$ cat src/rtl/demux_reg.sv
// demux_reg: registered 1-to-N demultiplexer steering one producer word into
//   one of up to eight per-destination holding registers (1-cycle latency).
// Backpressure: in_ready drops while the selected channel is occupied and not
//   being acknowledged this cycle; with DEMUX_OVERWRITE_EN it never stalls.
// Optional feature macro: DEMUX_OVERWRITE_EN (overwrite occupied channel, pulse ovf).
// Ports:
//   clk, rst        clock, synchronous active-high reset
//   s, d, in_valid  producer select / data / valid;  in_ready  accept handshake
//   y0..y7          destination holding registers (absent channels read 0)
//   y_valid, y_ack  per-channel occupied flags and consumer acknowledges
//   drop, ovf       one-cycle pulses: out-of-range select, overwritten channel
module demux_reg #(
  parameter int num_of_ways = 8,
  parameter int length      = 32,
  parameter int siglen      = 3
) (
  input  logic              clk,
  input  logic              rst,
  input  logic [siglen-1:0] s,
  input  logic [length-1:0] d,
  input  logic              in_valid,
  output logic              in_ready,
  output logic [length-1:0] y0,
  output logic [length-1:0] y1,
  output logic [length-1:0] y2,
  output logic [length-1:0] y3,
  output logic [length-1:0] y4,
  output logic [length-1:0] y5,
  output logic [length-1:0] y6,
  output logic [length-1:0] y7,
  output logic [7:0]        y_valid,
  input  logic [7:0]        y_ack,
  output logic              drop,
  output logic              ovf
);

  // One bit per channel that actually exists.
  localparam logic [7:0] act_mask = 8'((16'd1 << num_of_ways) - 16'd1);

  logic [length-1:0] y_q [8];
  logic [7:0]        vld_q;
  logic [7:0]        ack_m;
  logic [31:0]       s_ext;
  logic              s_oor;
  logic              sel_vld;
  logic              sel_ack;
  logic              accept;

  assign ack_m = y_ack & act_mask;
  assign s_ext = 32'(s);

  // Look up state of the selected channel with a loop so a wide select
  // never indexes past the 8-entry flag vectors.
  always_comb begin
    s_oor   = (s_ext >= 32'(num_of_ways));
    sel_vld = 1'b0;
    sel_ack = 1'b0;
    for (int k = 0; k < 8; k++) begin
      if (s_ext == 32'(k)) begin
        sel_vld = vld_q[k];
        sel_ack = ack_m[k];
      end
    end
  end

`ifdef DEMUX_OVERWRITE_EN
  assign in_ready = !rst;
`else
  // An ack in the same cycle frees the slot, giving one word per cycle.
  assign in_ready = !rst && (s_oor || !sel_vld || sel_ack);
`endif

  assign accept = in_valid && in_ready;

  always_ff @(posedge clk) begin
    if (rst) begin
      for (int k = 0; k < 8; k++) y_q[k] <= '0;
      vld_q <= '0;
      drop  <= 1'b0;
    end else begin
      for (int k = 0; k < 8; k++) begin
        if (k < num_of_ways) begin
          if (accept && (s_ext == 32'(k))) begin
            // New word wins over a same-cycle ack: the ack consumed the old one.
            y_q[k]   <= d;
            vld_q[k] <= 1'b1;
          end else if (ack_m[k]) begin
            // Data is kept; only the occupied flag is released.
            vld_q[k] <= 1'b0;
          end
        end
      end
      drop <= accept && s_oor;
    end
  end

`ifdef DEMUX_OVERWRITE_EN
  logic ovf_q;
  always_ff @(posedge clk) begin
    if (rst) begin
      ovf_q <= 1'b0;
    end else begin
      ovf_q <= accept && !s_oor && sel_vld && !sel_ack;
    end
  end
  assign ovf = ovf_q;
`else
  assign ovf = 1'b0;
`endif

  // Absent channels always read as zero, even before the first reset.
  assign y0 = act_mask[0] ? y_q[0] : '0;
  assign y1 = act_mask[1] ? y_q[1] : '0;
  assign y2 = act_mask[2] ? y_q[2] : '0;
  assign y3 = act_mask[3] ? y_q[3] : '0;
  assign y4 = act_mask[4] ? y_q[4] : '0;
  assign y5 = act_mask[5] ? y_q[5] : '0;
  assign y6 = act_mask[6] ? y_q[6] : '0;
  assign y7 = act_mask[7] ? y_q[7] : '0;
  assign y_valid = vld_q & act_mask;

endmodule

$ cat config.mk
export PLATFORM = sky130hd
export DESIGN_NAME = demux_reg
export DESIGN_NICKNAME = d
export VERILOG_FILES = /design/src/rtl/demux_reg.sv
export SDC_FILE = /design/constraint.sdc
export NUM_CORES = 1
export LEC_CHECK = 0
export BUFFER_PORTS_ARGS = -buffer_cell sky130_fd_sc_hd__buf_2
export CAP_MARGIN = 30
export CORE_ASPECT_RATIO = 1.5
export CORE_MARGIN = 2
export CORE_UTILIZATION = 46
export DETAILED_ROUTE_END_ITERATION = 8
export PLACE_DENSITY_LB_ADDON = 0.05
export SETUP_SLACK_MARGIN = 0.1
export SLEW_MARGIN = 20
export SYNTH_ARGS = -nofsm -noshare
export SYNTH_HDL_FRONTEND = slang
export SYNTH_SLANG_ARGS = --single-unit
$ cat constraint.sdc
create_clock -name clk -period 3.1 [get_ports clk]
set_input_delay 0.465 -clock clk [delete_from_list [all_inputs] [get_ports clk]]
set_output_delay 0.465 -clock clk [all_outputs]
set_load 0.05 [all_outputs]
# After elaboration in Yosys (flattened, before gate mapping)
# Memories as Yosys holds them, arrays and structs flattened.
# Cells that the tools add are included.
[word_totals]
ram_bits = 256
input_bits = 46
register_bits = 9
mem_count = 1
[classes]
order_cmp = 1
bitwise_logic = 8
n_mux = 66
n_eq_ne = 7
n_reduce_logical = 24
[mem_list]
columns = ["name", "words", "width", "rd", "rd_ports_with_merged_regs", "wr", "line_no", "rtl"]
rows = [
  ["y_q", 8, 32, 8, 0, 8, "40", "logic [length-1:0] y_q [8];"],
]
[ops]
columns = ["op", "n"]
rows = [
  ["$mux 32", 8],
  ["$mux 1", 58],
  ["$logic_not 32->1", 1],
  ["$reduce_bool 2->1", 8],
  ["$eq 3x3->1 const B", 4],
  ["$logic_and 1x1->1", 11],
  ["$or 1x1->1", 8],
  ["$eq 3x2->1 const B", 2],
  ["$ge 3x4->1 const B", 1],
  ["$eq 3x1->1 const B", 1],
  ["$logic_not 1->1", 2],
  ["$logic_or 1x1->1", 2],
]

# Depth between registers and ports, before layout
# Gate-level depths: netlist of run 1.
[logic_depth]
ltp_word = 19
mapped_depth = 7

# Worst setup path after synthesis of run 1
# Ideal clock, no wire load.
[synth_timing]
path_kind = "reg2reg"
start = "register vld_q[1] (netlist: y_valid[1])"
end = "memory y_q[1][0] (netlist: y_q[0][32]), enable pin"
setup_slack_ps = -30
n_path_buf = 1
synth_period_minus_slack_ps = 3130
t_required_ps = 2672
path_stages_with_launch = 5
t_arrival_ps = 2702
path_cell_list = "dfxtp_1 > nor2b_1 > or3_1 > buf_2 > o21bai_1"
[synth_lines]
columns = ["item", "line_no", "rtl"]
rows = [
  ["start, declared", "41", "logic [7:0] vld_q;"],
  ["start signal, assigned", "78", "vld_q <= '0;"],
  ["start signal, assigned by index", "86", "vld_q[k] <= 1'b1;"],
  ["start signal, assigned by index", "89", "vld_q[k] <= 1'b0;"],
  ["end, declared", "40", ""],
]

# Worst setup path after layout of run 1
[layout_timing]
start = "register vld_q[3] (netlist: y_valid[3])"
end = "output port in_ready"
[layout_via]
elab_chain_cells = 9
[layout_rtl]
columns = ["item", "line_no", "rtl"]
rows = [
  ["$mux 1 (5 in series)", "59", "if (s_ext == 32'(k)) begin"],
  ["$logic_not 1->1", "70", "assign in_ready = !rst && (s_oor || !sel_vld || sel_ack);"],
  ["$logic_or 1x1->1 (2 in series)", "70", ""],
  ["$logic_and 1x1->1", "70", ""],
  ["end, declared", "22", "output logic in_ready,"],
]
# No other way between the ends.

==> results.md, run 1 <==
- Vias in the first global route: 6,059
- CP bufs+invs: 1
- Number of synthesized register bits: 264
- CTS H-tree depth: 1
- Hold Crit Start: d[6]
- Post-CTS Resized: 0
- RSZ-0062 raised after global routing: no
- Final Cycle Share: 79.7%
- Max_cap viols: 0
- Fmax: 405 MHz
- DRC: 0
- Clock buffer depth: 3
- Clock-pin slew on the worst setup and hold paths: 0.07 ns
- Initial Util: 46.4%
- Share of the yosys chip area belonging to registers: 80.8%
- Slew HR: 47.4%
- DR vias: 6,064
- Crit end category: output port
- Synth async-reset ratio: 0%
- Total CTS buffers: 24
- R2R setup slack: 1.09 ns
- Final WS setup: 0.629 ns
- Status: finished, final reports clean
- Share of cells above drive strength 1: 42.9%
- Worst setup path start: y_valid[3]
- Initial antenna violation count: 1
- CP Max Fanout: 3
- Post-synth EDFFs: 256
- Synth Flop Type: edfxtp_1
- Drt initial violations: 367
- Row Count: 65
- Worst-margin pin slew: 0.789 ns
- Syn_area_per_cell: 15.8 µm²
- Inst Count DP: 1,170
- Core area: 20,900 µm²
- Distinct cells, synth: 32
- DR vias/cell: 4.98
- Worst reg2reg endpoint: y_q[0][110]
- Cts hold-fix bufs: 0
- I/O Buffers: 310
- Routed WL: 25.5 mm
- Peak supply drop: 0.000445 V
- Worst setup SP type: flip-flop
- PD cells: 687 nW/µm²
- Fin. Hold Viols: 0
- Die Wd: 123 µm
- TritonCTS clock tree: built
- YS warnings: 0
- Clock Skew: 0.00804 ns
- DR top layer: met4
- First-pass GRT wire length: 36.7 mm
- Clk sinks: 264
- Commonest non-fill, non-tap cell in the layout: buf_2
- Reg area: 7850 µm²
- Slowest cell on the critical path: or3_2
- Die height: 182 µm
- Routability cong.: 0.924
- Post-DP HPWL: 18.2 mm
- Most frequent cells in the layout: 310 x buf_2, 256 x edfxtp_1, 134 x nor2_1, 36 x nor2b_1, 35 x nor2_2
- Routed len/inst: 20.9 µm
- Crit-path leading delay family: simple AND/OR/NAND/NOR gates
- Clk_lat worst skew: 0.50 ns
- Setup repair bufs after CTS: 0
- Launch point of the worst reg-to-reg path: y_valid[3]
- Hold Path Class: in -> reg
- Post-synthesis cell area: 9710 µm²
- Critical Path AT: 2.01 ns
- Worst EP required: 2.63 ns
- Crit path kind: reg -> out
- CTS root buf: clkbuf_16
- Filler cell count: 1,704
- Setup TNS: 0 ns
- DRT Pass-1 Iters: 4
- Layout Cells excl Fill: 1,217
- DIE AREA: 22,300 µm²
- Worst hold margin: 0.269 ns
- P_leak: 5.08 nW
- Hold path cells: 2
- Slew Limit Fails: 0
- Area of the multi-input gates: 1600 µm²
- R2R depth: 5
- # IOs: 313
- CP peak stage delay: 0.49 ns
- Gr ovfl total: 0
- Tot GR Track Use: 22.5%
- Met3 WL: 2.02 mm
- Tmin final: 2.47 ns
- Detailed-route wire length on metal 1: 8.54 mm
- Final setup vio count: 0
- Antenna Nets Post-Route: 0
- Pin count of the biggest net entering global routing: 33
- Area growth, synth to finish: 27.2%
- CP Cell Sequence: nor2b_1 -> or3_2 -> a311oi_2 -> buf_2
- DP Worst Slack: 0.708 ns
- Cells after Synth: 614
- Final net count: 976
- Worst Hold Path EP: y_q[1][6]
- Met2 WL: 14.3 mm
==> metal layers <==
metal,GRT usage (%),up-vias
li1,-,2765
met4,6.94,0
met5,0,-
met3,4.93,38
met2,42.8,289
met1,24.3,2972
==> synth_stat cells (2+ instances only) <==
cell type  instances  area [µm²]
o21bai_1           2        15.0
buf_2             13        65.1
nand2_2            2        12.5
buf_4              2        15.0
edfxtp_1         256        7690
nand4_1            2        12.5
and2_1            32         200
buf_6             10         113
nand3_1            3        15.0
a21oi_1            7        35.0
nand2_1           34         128
nor2b_1           36         225
dfxtp_1            8         160
buf_12             3        60.1
nand2b_1           9        56.3
nor2_2            35         219
nor3_1             2        10.0
nor2_1           134         503
a41o_1             3        30.0
clkbuf_1           8        30.0
or3_1              2        12.5
==> metrics by stage <==
| stage | instance area [µm²] | total power, mW | util (%) |
|---|---|---|---|
| after global placement | 11400 | 5.42 | 54.8 |
| after detailed placement | 11500 | 5.44 | 54.9 |
| after floorplan | 9720 | 5.12 | - |
| after CTS | 12300 | 8.54 | 58.9 |
| final | 12400 | 8.48 | 59.1 |
| after global routing | 12400 | 8.72 | 59.1 |
==> worst max-delay path by stage <==
| stage | slack, ns | cells after the start | to |
|---|---|---|---|
| floorplan | 0.65 | 4 | y_q[0][32] |
| global placement | 0.77 | 4 | y_q[0][41] |
| detailed placement | 0.71 | 4 | y_q[0][42] |
| CTS | 0.62 | 4 | in_ready |
| global route | 0.57 | 4 | in_ready |
| finish | 0.63 | 4 | in_ready |
==> cell families (layout without fill, tap and decap cells) <==
group | count (synthesis) | after routing | share of synthesized area (%)
buffers and inverters | 38 | 371 | 2.99
AOI/OAI and AO/OA | 15 | 15 | 1.16
DFF | 264 | 264 | 80.8
other | 1 | 3 | 0.0386
muxes | 1 | 1 | 0.232
and+or+nand+nor | 295 | 295 | 14.7
==> area by class of cell <==
cell class / count / area share [%]
Multi-Input combinational cell: 313 / 12.9
Antenna cell: 1 / 0.0203
Clock buffer: 29 / 5.19
Sequential cell: 264 / 63.5
Tap cell: 268 / 2.71
Timing Repair Buffer: 325 / 14.0
Clock inverter: 15 / 1.59
Inverter: 2 / 0.0608
==> sequential cells by signal, summed over array words and instances, names as in the netlist <==
| register | cells |
|---|---|
| y_q | 256 |
| y_valid | 8 |
==> power breakdown <==
part	switching [mW]	leakage, nW	total (mW)	internal (mW)
clock network	1.24	0.407	3.13	1.89
logic	0.988	1.96	1.19	0.203
registers	0.0550	2.72	4.17	4.11
No activity file was read; power rests on OpenSTA's default activity.
==> run 2: changes to the inputs <==
- CORE_UTILIZATION: 46 -> 51
- clock period: 3.1 -> 2.3 ns (I/O delays scaled with it)
==> run 2 against run 1 <==
Against the previous run: hold slack worse by 0.14 ns; final cell count is 0.33% lower; cell area is 0.87% higher; first-iteration DRC count is 14% higher; clock skew is 0.0034 ns higher; sequential power is 35% higher; register-to-register slack worse by 0.59 ns; critical path depth is 1 higher; combinational power is 38% higher; total power is 34% higher; non-clock buffer count is 14 higher.
==> results.md, run 2 (same netlist as run 1, synthesis figures left out) <==
- DR vias/cell: 5.16 (+3.5%)
- Final net count: 990 (+1.4%)
- Clock buffer depth: 3 (unchanged)
- Post-DP HPWL: 18.6 mm (+2.4%)
- I/O Buffers: 310 (unchanged)
- First-pass GRT wire length: 39.1 mm (+6.6%)
- R2R setup slack: 0.50 ns (-0.59 ns)
- Vias in the first global route: 6,486 (+7.0%)
- Crit end category: output port
- Placed cell area: 11,600 µm² (+0.76%)
- PD cells: 910 nW/µm² (+32%)
- Core area: 18,600 µm² (-11%)
- Area growth, synth to finish: 28.4%
- # IOs: 313 (unchanged)
- Post-Layout Inst Area: 12,500 µm² (+0.87%)
- R2R depth: 6 (+1)
- Clock Skew: 0.0114 ns (+0.00339 ns)
- Fmax: 459 MHz
- Share of cells above drive strength 1: 45.4% (+2.4 points)
- Setup TNS: 0 ns (unchanged)
- Layout Cells excl Fill: 1,213 (-0.33%)
- Max reg flops: 256 (unchanged)
- RSZ-0062 raised after global routing: yes
- Hold Path Class: in -> reg
- Critical Path AT: 1.83 ns (-0.18 ns)
- Launch point of the worst reg-to-reg path: y_valid[3]
- CP Max Fanout: 2 (-1)
- Fin. Hold Viols: 0 (unchanged)
- Die height: 173 µm (-4.9%)
- Worst Hold Path EP: y_valid[7]
- Slew Limit Fails: 0 (unchanged)
- DP Worst Slack: 0.130 ns (-0.578 ns)
- Final WS setup: 0.121 ns (-0.508 ns)
- CP Cell Sequence: nand2b_1 -> mux4_2 -> nor2b_4 -> a311oi_4 -> buf_6
- Final core utilization: 66.9% (+7.8 points)
- DRC: 0 (unchanged)
- Antenna Nets Post-Route: 0 (unchanged)
- Inst Count DP: 1,164 (-0.51%)
- CTS H-tree depth: 1 (unchanged)
- DRT Pass-1 Iters: 5 (+1)
- Most frequent cells in the layout: 309 x buf_2, 256 x edfxtp_1, 134 x nor2_1
- Clk_lat worst skew: 0.51 ns (about the same)
- Peak supply drop: 0.000698 V (+57%)
- Worst reg2reg endpoint: y_q[0][105]
- Pin count of the biggest net entering global routing: 33 (unchanged)
- Hold path cells: 3 (+1)
- Initial antenna violation count: 0 (-1)
- Total CTS buffers: 24 (unchanged)
- Routability cong.: 0.859 (-7.1%)
- Gr ovfl total: 0 (unchanged)
- Tmin final: 2.18 ns
- Largest register by flop count: y_q
- Routed len/inst: 21.9 µm (+4.8%)
- Crit path kind: reg -> out
- TritonCTS clock tree: built
- Final setup vio count: 0 (unchanged)
- Crit-path leading delay family: multiplexers
- CTS root buf: clkbuf_16
- Commonest non-fill, non-tap cell in the layout: buf_2
- Slew HR: 38.6% (-8.9 points)
- Worst-margin pin slew: 0.920 ns (+0.131 ns)
- P_leak: 5.16 nW (+1.4%)
- Status: finished, final reports clean
- Antenna diodes: 0 (-1)
- Final Cycle Share: 94.8%
- DR vias: 6,255 (+3.1%)
- Worst EP required: 1.96 ns (-0.67 ns)
- Clk sinks: 264 (unchanged)
- CP peak stage delay: 0.52 ns (+0.03 ns)
- Max_cap viols: 0 (unchanged)
- Worst hold margin: 0.132 ns (-0.137 ns)
- Worst setup SP type: flip-flop
- Clock-pin slew on the worst setup and hold paths: 0.06 ns (about the same)
- DIE AREA: 20,200 µm² (-9.5%)
- Initial Util: 52.1% (+5.7 points)
- Tot GR Track Use: 26.5% (+4.0 points)
- CP bufs+invs: 1 (unchanged)
- Tot Pwr: 11.3 mW (+34%)
- Row Count: 61 (-6.2%)
- Drt initial violations: 417 (+14%)
- Routed WL: 26.6 mm (+4.5%)
- Die Wd: 117 µm (-4.9%)
- Slowest cell on the critical path: mux4_2
- Cts hold-fix bufs: 0 (unchanged)
- Hold Crit Start: y_ack[7]
-- run 2: cell types whose count changed in the layout (fill, tap and decap cells not counted), sizes merged --
cell and change:
buf +14, bufinv -1, clkinv +1, clkinvlp -1
diode -1
-- run 2: metal layers --
layer	vias to the layer above	track usage (%)	part of all wire (%)
li1	2797	-	-
met1	3059	31.1	35
met2	343	46.7	53
met3	56	5.19	7.4
met4	0	11.2	4.5
met5	-	0	0
-- run 2: how the worst max path moves through the flow --
stage          cells after the start  slack (ns)  startpoint           to
2_1_floorplan                      5        0.17  y_valid[3]  y_q[0][100]
3_3_place_gp                       6        0.17        s[0]     in_ready
3_5_place_dp                       5        0.13    in_valid   y_q[1][60]
4_1_cts                            5        0.11  y_valid[7]     in_ready
5_1_grt                            5        0.07  y_valid[6]     in_ready
6_report                           5        0.12  y_valid[5]     in_ready
-- run 2: final cells by class --
class | count | area [µm²]
clock buffers | 29 | 641
repair buffers | 339 | 1810
fillers | 1454 | 6160
flip-flops and latches | 264 | 7850
well taps | 252 | 315
multi-input cells | 313 | 1660
inverters | 2 | 7.51
clock inverters | 14 | 171
-- run 2: what timing repair did --
action,in CTS,in global routing
setup endpoints to repair,1,1
pin swaps,2,3
resized for setup,8,4
setup buffers,4,2
-- run 2: worst register-to-register path, cell delays in order, from the launching register on --
cell and delay (ns):
dfxtp_1 0.31, nor2b_1 0.15, or3_4 0.35, buf_4 0.15
nand2_1 0.05, a41o_2 0.22, buf_12 0.24
-- run 2: report_power, final --
part | total, mW | switching, mW | internal [mW]
sequential | 5.62 | 0.0771 | 5.54
combinational | 1.64 | 1.35 | 0.290
clock | 4.08 | 1.65 | 2.43
